<file path="src/rtl/ahb_arb_pkg.sv">
// Shared AHB encodings and burst-length helper for the arbiter, interconnect and DMA master.
package ahb_arb_pkg;

  typedef enum logic [1:0] {
    HTRANS_IDLE   = 2'd0,
    HTRANS_BUSY   = 2'd1,
    HTRANS_NONSEQ = 2'd2,
    HTRANS_SEQ    = 2'd3
  } htrans_e;

  typedef enum logic [2:0] {
    HBURST_SINGLE = 3'd0,
    HBURST_INCR   = 3'd1,
    HBURST_WRAP4  = 3'd2,
    HBURST_INCR4  = 3'd3,
    HBURST_WRAP8  = 3'd4,
    HBURST_INCR8  = 3'd5,
    HBURST_WRAP16 = 3'd6,
    HBURST_INCR16 = 3'd7
  } hburst_e;

  localparam int BEATS_W = 5;

  // Undefined-length INCR counts as one beat so it stays rearbitrable every beat.
  function automatic logic [BEATS_W-1:0] burst_len(input logic [2:0] hburst);
    case (hburst_e'(hburst))
      HBURST_WRAP4,  HBURST_INCR4:  burst_len = 5'd4;
      HBURST_WRAP8,  HBURST_INCR8:  burst_len = 5'd8;
      HBURST_WRAP16, HBURST_INCR16: burst_len = 5'd16;
      default:                      burst_len = 5'd1;
    endcase
  endfunction

endpackage

</file>
<file path="src/rtl/ahb_arb_rr_pick.sv">
// Rotating-priority search: first set req bit after 'last', wrapping, ending at 'last'.
module ahb_arb_rr_pick #(
  parameter int NUM_M = 3,
  parameter int MW    = $clog2(NUM_M)
) (
  input  logic [NUM_M-1:0] req,
  input  logic [MW-1:0]    last,
  output logic             valid,
  output logic [MW-1:0]    win
);

  logic [MW-1:0] cand;

  always_comb begin
    valid = 1'b0;
    win   = last;
    cand  = '0;
    for (int k = 1; k <= NUM_M; k++) begin
      cand = MW'((int'(last) + k) % NUM_M);
      if (!valid && req[cand]) begin
        valid = 1'b1;
        win   = cand;
      end
    end
  end

endmodule

</file>
<file path="src/rtl/ahb_arbiter_rr.sv">
// Round-robin AHB bus arbiter with burst-aware rearbitration points.
// Optional locked-transfer support is enabled with macro AHB_ARB_LOCK_EN.
module ahb_arbiter_rr
  import ahb_arb_pkg::*;
#(
  parameter int NUM_M     = 3,
  parameter int DEFAULT_M = 0,
  parameter int MW        = $clog2(NUM_M)
) (
  input  logic             HCLK,
  input  logic             HRESETn,
  input  logic [NUM_M-1:0] HBUSREQ,
  input  logic [1:0]       HTRANS,
  input  logic [2:0]       HBURST,
  input  logic             HREADY,
`ifdef AHB_ARB_LOCK_EN
  input  logic [NUM_M-1:0] HLOCK,
`endif
  output logic [NUM_M-1:0] HGRANT,
  output logic [MW-1:0]    HMASTER,
`ifdef AHB_ARB_LOCK_EN
  output logic             HMASTLOCK,
`endif
  output logic [MW-1:0]    HMASTER_D
);

  localparam logic [MW-1:0]    DEF_IDX   = MW'(DEFAULT_M);
  localparam logic [NUM_M-1:0] DEF_GRANT = NUM_M'(1) << DEFAULT_M;

  logic [MW-1:0]      grant_idx;
  logic [BEATS_W-1:0] beats_left;
  logic [BEATS_W-1:0] beats_nxt;
  logic               locked;
  logic               rearb;
  logic               pick_valid;
  logic [MW-1:0]      pick_win;
  logic [MW-1:0]      next_idx;

`ifdef AHB_ARB_LOCK_EN
  assign locked = HLOCK[grant_idx];
`else
  assign locked = 1'b0;
`endif

  // HREADY is the only bus-level handshake: every state update below happens
  // on an HREADY=1 edge, and wait states (HREADY=0) freeze everything.
  assign rearb = HREADY
               && ((beats_left == 5'd0) || ((beats_left == 5'd1) && (HTRANS == HTRANS_SEQ)))
               && (HTRANS != HTRANS_BUSY)
               && !locked;

  ahb_arb_rr_pick #(
    .NUM_M (NUM_M),
    .MW    (MW)
  ) u_pick (
    .req   (HBUSREQ),
    .last  (HMASTER),
    .valid (pick_valid),
    .win   (pick_win)
  );

  assign next_idx = pick_valid ? pick_win : DEF_IDX;

  always_comb begin
    beats_nxt = beats_left;
    case (htrans_e'(HTRANS))
      HTRANS_NONSEQ: beats_nxt = burst_len(HBURST) - 5'd1;
      HTRANS_SEQ:    if (beats_left != 5'd0) beats_nxt = beats_left - 5'd1;
      HTRANS_IDLE:   beats_nxt = 5'd0;
      default:       beats_nxt = beats_left;
    endcase
  end

  always_ff @(posedge HCLK or negedge HRESETn) begin
    if (!HRESETn) begin
      grant_idx  <= DEF_IDX;
      HGRANT     <= DEF_GRANT;
      HMASTER    <= DEF_IDX;
      HMASTER_D  <= DEF_IDX;
      beats_left <= 5'd0;
    end else if (HREADY) begin
      HMASTER    <= grant_idx;
      HMASTER_D  <= HMASTER;
      beats_left <= beats_nxt;
      if (rearb) begin
        grant_idx <= next_idx;
        HGRANT    <= NUM_M'(1) << next_idx;
      end
    end
  end

`ifdef AHB_ARB_LOCK_EN
  always_ff @(posedge HCLK or negedge HRESETn) begin
    if (!HRESETn) begin
      HMASTLOCK <= 1'b0;
    end else if (HREADY) begin
      HMASTLOCK <= locked;
    end
  end
`endif

endmodule

</file>
<file path="config.mk">
export PLATFORM = sky130hd
export DESIGN_NAME = ahb_arbiter_rr
export DESIGN_NICKNAME = d
export VERILOG_FILES = /design/src/rtl/ahb_arb_pkg.sv /design/src/rtl/ahb_arb_rr_pick.sv /design/src/rtl/ahb_arbiter_rr.sv
export SDC_FILE = /design/constraint.sdc
export NUM_CORES = 1
export LEC_CHECK = 0
export CORE_MARGIN = 3
export CORE_UTILIZATION = 48
export DETAILED_ROUTE_END_ITERATION = 16
export GPL_ROUTABILITY_DRIVEN = 1
export PLACE_DENSITY = 0.85
export RECOVER_POWER = 25
export SLEW_MARGIN = 20
export SYNTH_ARGS = -nofsm -noshare
export SYNTH_HDL_FRONTEND = slang
export SYNTH_SLANG_ARGS = --single-unit
</file>
<file path="constraint.sdc">
create_clock -name HCLK -period 2 [get_ports HCLK]
set_clock_uncertainty 0.1 [all_clocks]
set_input_delay 0.2 -clock HCLK [delete_from_list [all_inputs] [get_ports HCLK]]
set_output_delay 0.2 -clock HCLK [all_outputs]
set_load 0.02 [all_outputs]
</file>
Word-level counts from Yosys, hierarchy flattened

Index checks and enable logic that the tools add are counted.
Widths: inputs -> output; s select.

Register bits after elaboration: 14
Output and inout port bits: 7
Bits of input ports: 11
Word-level logic and storage cells: 62

Add/subtract/negate cells: 5
Equal/unequal tests: 11
Div/mod/pow operators: 3
Multiplexer cells: 17
Order comparisons: 3
Shifts and indexed selects: 1
Reduce and logical (&&, ||, !) cells: 17

Operator list:

| kind                  | number |
|---|---|
| $mod 32x3->32 const B | 3 |
| $pmux 5 s3            | 2 |
| $eq 3x3->1 const B    | 4 |
| $mux 5                | 2 |
| $sub 5x1->5 const B   | 2 |
| $lt 2x3->1 const B    | 3 |
| $mux 2                | 4 |
| $add 2x2->3 const B   | 2 |
| $bmux 1 s2            | 3 |
| $eq 3x2->1 const B    | 2 |
| $mux 1                | 6 |
| $reduce_or 2->1       | 3 |
| $eq 5x1->1 const B    | 1 |
| $logic_and 1x1->1     | 5 |
| $logic_not 5->1       | 1 |
| $reduce_bool 5->1     | 1 |
| $eq 2x2->1 const B    | 2 |
| $ne 2x1->1 const B    | 2 |
| $add 2x1->3 const B   | 1 |
| $reduce_and 3->1      | 1 |
| $reduce_bool 3->1     | 1 |
| $shl 1x2->3 const A   | 1 |
| $logic_not 1->1       | 2 |
| $logic_not 2->1       | 1 |
| 2 further kinds       | 2 |

Depth between registers and ports, before layout

Word-level depth: 13
Gate-level depth with buffers: 6
Gate-level depth less buffers: 6

Modules after synthesis

A second synthesis with hierarchy kept.

Cells, all modules: 116
Area total of the unflattened synthesis: 1092.3 um^2

Modules (own cells, without submodules):

| module          | cells each | area each (um^2) | times used | sequential area each (um^2) |
|---|---|---|---|---|
| ahb_arbiter_rr  | 66         | 765.7            | 1          | 351.6 |
| ahb_arb_rr_pick | 50         | 326.6            | 1          | 0.0 |

Least setup slack after synthesis

No wires, ideal clock.

Path type: flip-flop to flip-flop
Start point: reg HMASTER[0]
End point: reg HGRANT[1]
Period minus slack after synthesis: 1.853 ns
Setup time: 0.125 ns
Path slack: 0.147 ns
Data required time: 1.775 ns
Data arrival time: 1.629 ns
Cell stages (with the launch flop): 6
Path buffers: 0
Path through: dfrtp_1 -> inv_1 -> ha_1 -> maj3_1 -> o221a_2 -> mux2_2

Word-level cells in the longest chain between the ends: 13
Elaborated cells between the ends (all ways): 24
Classes of those cells: add/sub (3); div (3); shift (1); mux (13); reduce/logical (4)

Ends and longest elaborated chain:

| item                             | RTL line              | RTL |
|---|---|---|
| start: declaration               | ahb_arbiter_rr.sv:20  | `output logic [MW-1:0] HMASTER,` |
| start signal: assignment         | ahb_arbiter_rr.sv:82  | `HMASTER <= grant_idx;` |
| $add 2x1->3                      | ahb_arb_rr_pick.sv:19 | `cand = MW'((int'(last) + k) % NUM_M);` |
| $mod 32x3->32                    | ahb_arb_rr_pick.sv:19 |  |
| $bmux 1 s2                       | ahb_arb_rr_pick.sv:20 | `if (!valid && req[cand]) begin` |
| $mux 1 (not written as such)     | ahb_arb_rr_pick.sv:20 |  |
| $mux 1                           | ahb_arb_rr_pick.sv:20 |  |
| $logic_not 1->1                  | ahb_arb_rr_pick.sv:20 |  |
| $logic_and 1x1->1                | ahb_arb_rr_pick.sv:20 |  |
| $mux 1                           | ahb_arb_rr_pick.sv:20 |  |
| $logic_not 1->1                  | ahb_arb_rr_pick.sv:20 |  |
| $logic_and 1x1->1                | ahb_arb_rr_pick.sv:20 |  |
| $mux 2 or $mux 1 (tied branches) | ahb_arb_rr_pick.sv:20 |  |
| $mux 2 (*)                       | ahb_arbiter_rr.sv:62  | `assign next_idx = pick_valid ? pick_win : DEF_IDX;` |
| $shl 1x2->3 (*)                  | ahb_arbiter_rr.sv:87  | `HGRANT <= NUM_M'(1) << next_idx;` |
| end signal: assignment           | ahb_arbiter_rr.sv:87  |  |
| end: declaration                 | ahb_arbiter_rr.sv:19  | `output logic [NUM_M-1:0] HGRANT,` |

Every way passes the cells marked *; elsewhere a longest branch is shown, timed or not. The select of a mux whose other input is x is not followed.
A chain may end at the register's enable or synchronous reset.

Final worst setup path

Ends and elaborated chain as after synthesis.

==> reports/metrics.yaml <==
floorplan:
  core-area_mm2: 0.00154
  die_h_um: 47.0
  die_w_um: 47.0
  rows: 14
  pin_count: 18
  die-area_mm2: 0.00221
  start_util: 0.524
final_layout:
  num_antenna_cells: 0
  syn_to_final_growth_pct: 28.7
  nets: 123
  final_util: 0.674
  final_cell_count_no_fill: 120
  post_route_cells_drive_above_1_share: 0.183
  layout_common_cells: "15 x clkdlybuf4s50_1, 13 x dfrtp_1, 11 x o21ai_0, 9 x inv_1"
  final_common_cell: "clkdlybuf4s50_1"
clock_network:
  cts-root-buf: "clkbuf_4"
  ctsResizeCount: 0
  worstSkewPairLatency_ps: 280
  clkSinkCount: 14
  cts.path.max_buffers: 2
  cts_tree: "built"
  hold_buffers: 0
  numCtsBuffers: 3
  post_cts_buffers: 0
  clk_pin_slew_ps: 80
  htreeDepth: 1
place:
  io_buffer_count: 16
  post-dp-hpwl_um: 1340
  globalplace.congestion: 0.838
  dp_cells: 116
sta:
  finalCritPeriodShare: 0.932
  setup-violations-final: 0
  rsz0062_at_grt: "false"
  fmax_ghz: 0.536
  max_slew_margin: 0.592
  period_minus_slack_ps: 1860
  tightestPinTransition_ps: 611
  hold_viol: 0
  drv_slew: 0
  setup_tns_ps: 0
worst_setup_path:
  path_max_fanout: 4
  end_kind: "flip-flop"
  cp.required_ps: 2060
  cp-start-kind: "flip-flop"
  regToRegSetupSlack_ps: 140
  worst_ep_arrival_time_ps: 1920
  critPathKind: "reg2reg"
detailed_routing:
  wl_per_cell_um: 13.7
  vias: 676
  post-route-drc-count: 0
  route.detailed.vias_per_inst: 5.63
  ant_nets: 0
  drt_iter0_drc: 14
  drt_pass1_iterations: 4
  routed_wl_um: 1650
logic_synthesis:
  synth_ff_type: "dfrtp_1"
  synth_edf_count: 0
  async_reset_ff_frac: 1.00
  syn_area_um2: 807
  yosysSeqAreaShare: 0.436
  synth_cell_types: 25
  yosysWarnings: 0
  avgSynthCellArea_um2: 9.96
  synth_seq_cells: 14
  netlist_instances: 81
  synth_nets: 99
pwr:
  power_frac_seq: 0.398
  p_per_area_mw_per_mm2: 1080
  power_frac_comb: 0.459
  clock_power_share: 0.143
  switching_share: 0.361
  switching_power_mw: 0.403
  peakVddDrop_uv: 676
  finalPower_mw: 1.12
  p_int_mw: 0.714
  leakage_nw: 0.472
global_routing:
  grt_max_degree: 15
  first_global_vias: 660
  antenna_found_initial: 0
  grt_overflow_total: 0
  grt_pass1_wl_um: 2740
  gr-usage-all-layers: 0.179
job:
  drv_cap: 0
outcome:
  status: "complete, no violations"
min_path:
  hp-class: "in2async"
==> worst max-delay path, cell delays in order, from the launching register on <==
cell	delay, ps
dfrtp_1	420
inv_1	70
ha_1	240
maj3_1	370
o221a_2	280
mux2_2	270
==> per-stage QoR <==
step / hold slack [ps] / setup slack [ps] / cell area [um2]
3_3_place_gp: 369 / 51.8 / 1010
6_report: 266 / 136 / 1040
4_1_cts: 213 / 128 / 1040
5_1_grt: 299 / 67.3 / 1040
3_5_place_dp: 375 / 17.0 / 1010
2_1_floorplan: -196 / 147 / 807
==> final timing paths <==
check	start	to	cells past startpoint
worst max-delay path	HMASTER[0]	HGRANT[1]	5
worst min-delay path	HRESETn	HMASTER_D[0]	1
worst max register to register	HMASTER[0]	HGRANT[1]	5
worst min register to register	HGRANT[0]	HGRANT[0]	2
max in group asynchronous	HRESETn	grant_idx[1]	1
min in group HCLK	HGRANT[0]	HGRANT[0]	2
==> sequential cells by signal, summed over array words and instances, names as in the netlist <==
signal and flops:
HMASTER_D 2, HMASTER 2, grant_idx 2, HGRANT 3, beats_left 5
==> area by class of cell <==
cell class	instances	area (um2)
tap	16	20.0
timing repair buffer	20	190
sequential	14	352
multi-input combinational	56	413
fill	132	503
inverter	10	37.5
clock buffer	4	26.3
==> power groups by stage <==
| stage | Clock, mW | Combinational, mW | Sequential (mW) |
|---|---|---|---|
| floorplan | 0 | 0.235 | 0.514 |
| global placement | 0 | 0.495 | 0.443 |
| detailed placement | 0 | 0.512 | 0.451 |
| CTS | 0.169 | 0.517 | 0.445 |
| global route | 0.180 | 0.563 | 0.458 |
| finish | 0.159 | 0.513 | 0.444 |
==> cells by family after synthesis <==
kind of cell / synth area share
compound gates: 0.174
simple gates: 0.133
flops: 0.436
buf+inv: 0.0527
fa+ha+maj: 0.121
mux: 0.0837
==> Yosys cell counts, types with 5 or more instances <==
cell / n / area (um2)
mux2_2: 6 / 67.6
inv_1: 9 / 33.8
nand2_1: 5 / 18.8
nor2_1: 6 / 22.5
a21oi_1: 7 / 35.0
ha_1: 7 / 87.6
o21ai_0: 11 / 55.1
dfrtp_1: 13 / 325
==> routing by layer <==
| metal | up-vias | wire (um) | global-route usage |
|---|---|---|---|
| li1 | 333 | - | - |
| met1 | 320 | 693 | 0.200 |
| met2 | 21 | 848 | 0.317 |
| met3 | 2 | 93 | 0.0575 |
| met4 | 0 | 10 | 0.0608 |
| met5 | - | 0 | 0 |
Power figures use the tool's default switching activity.
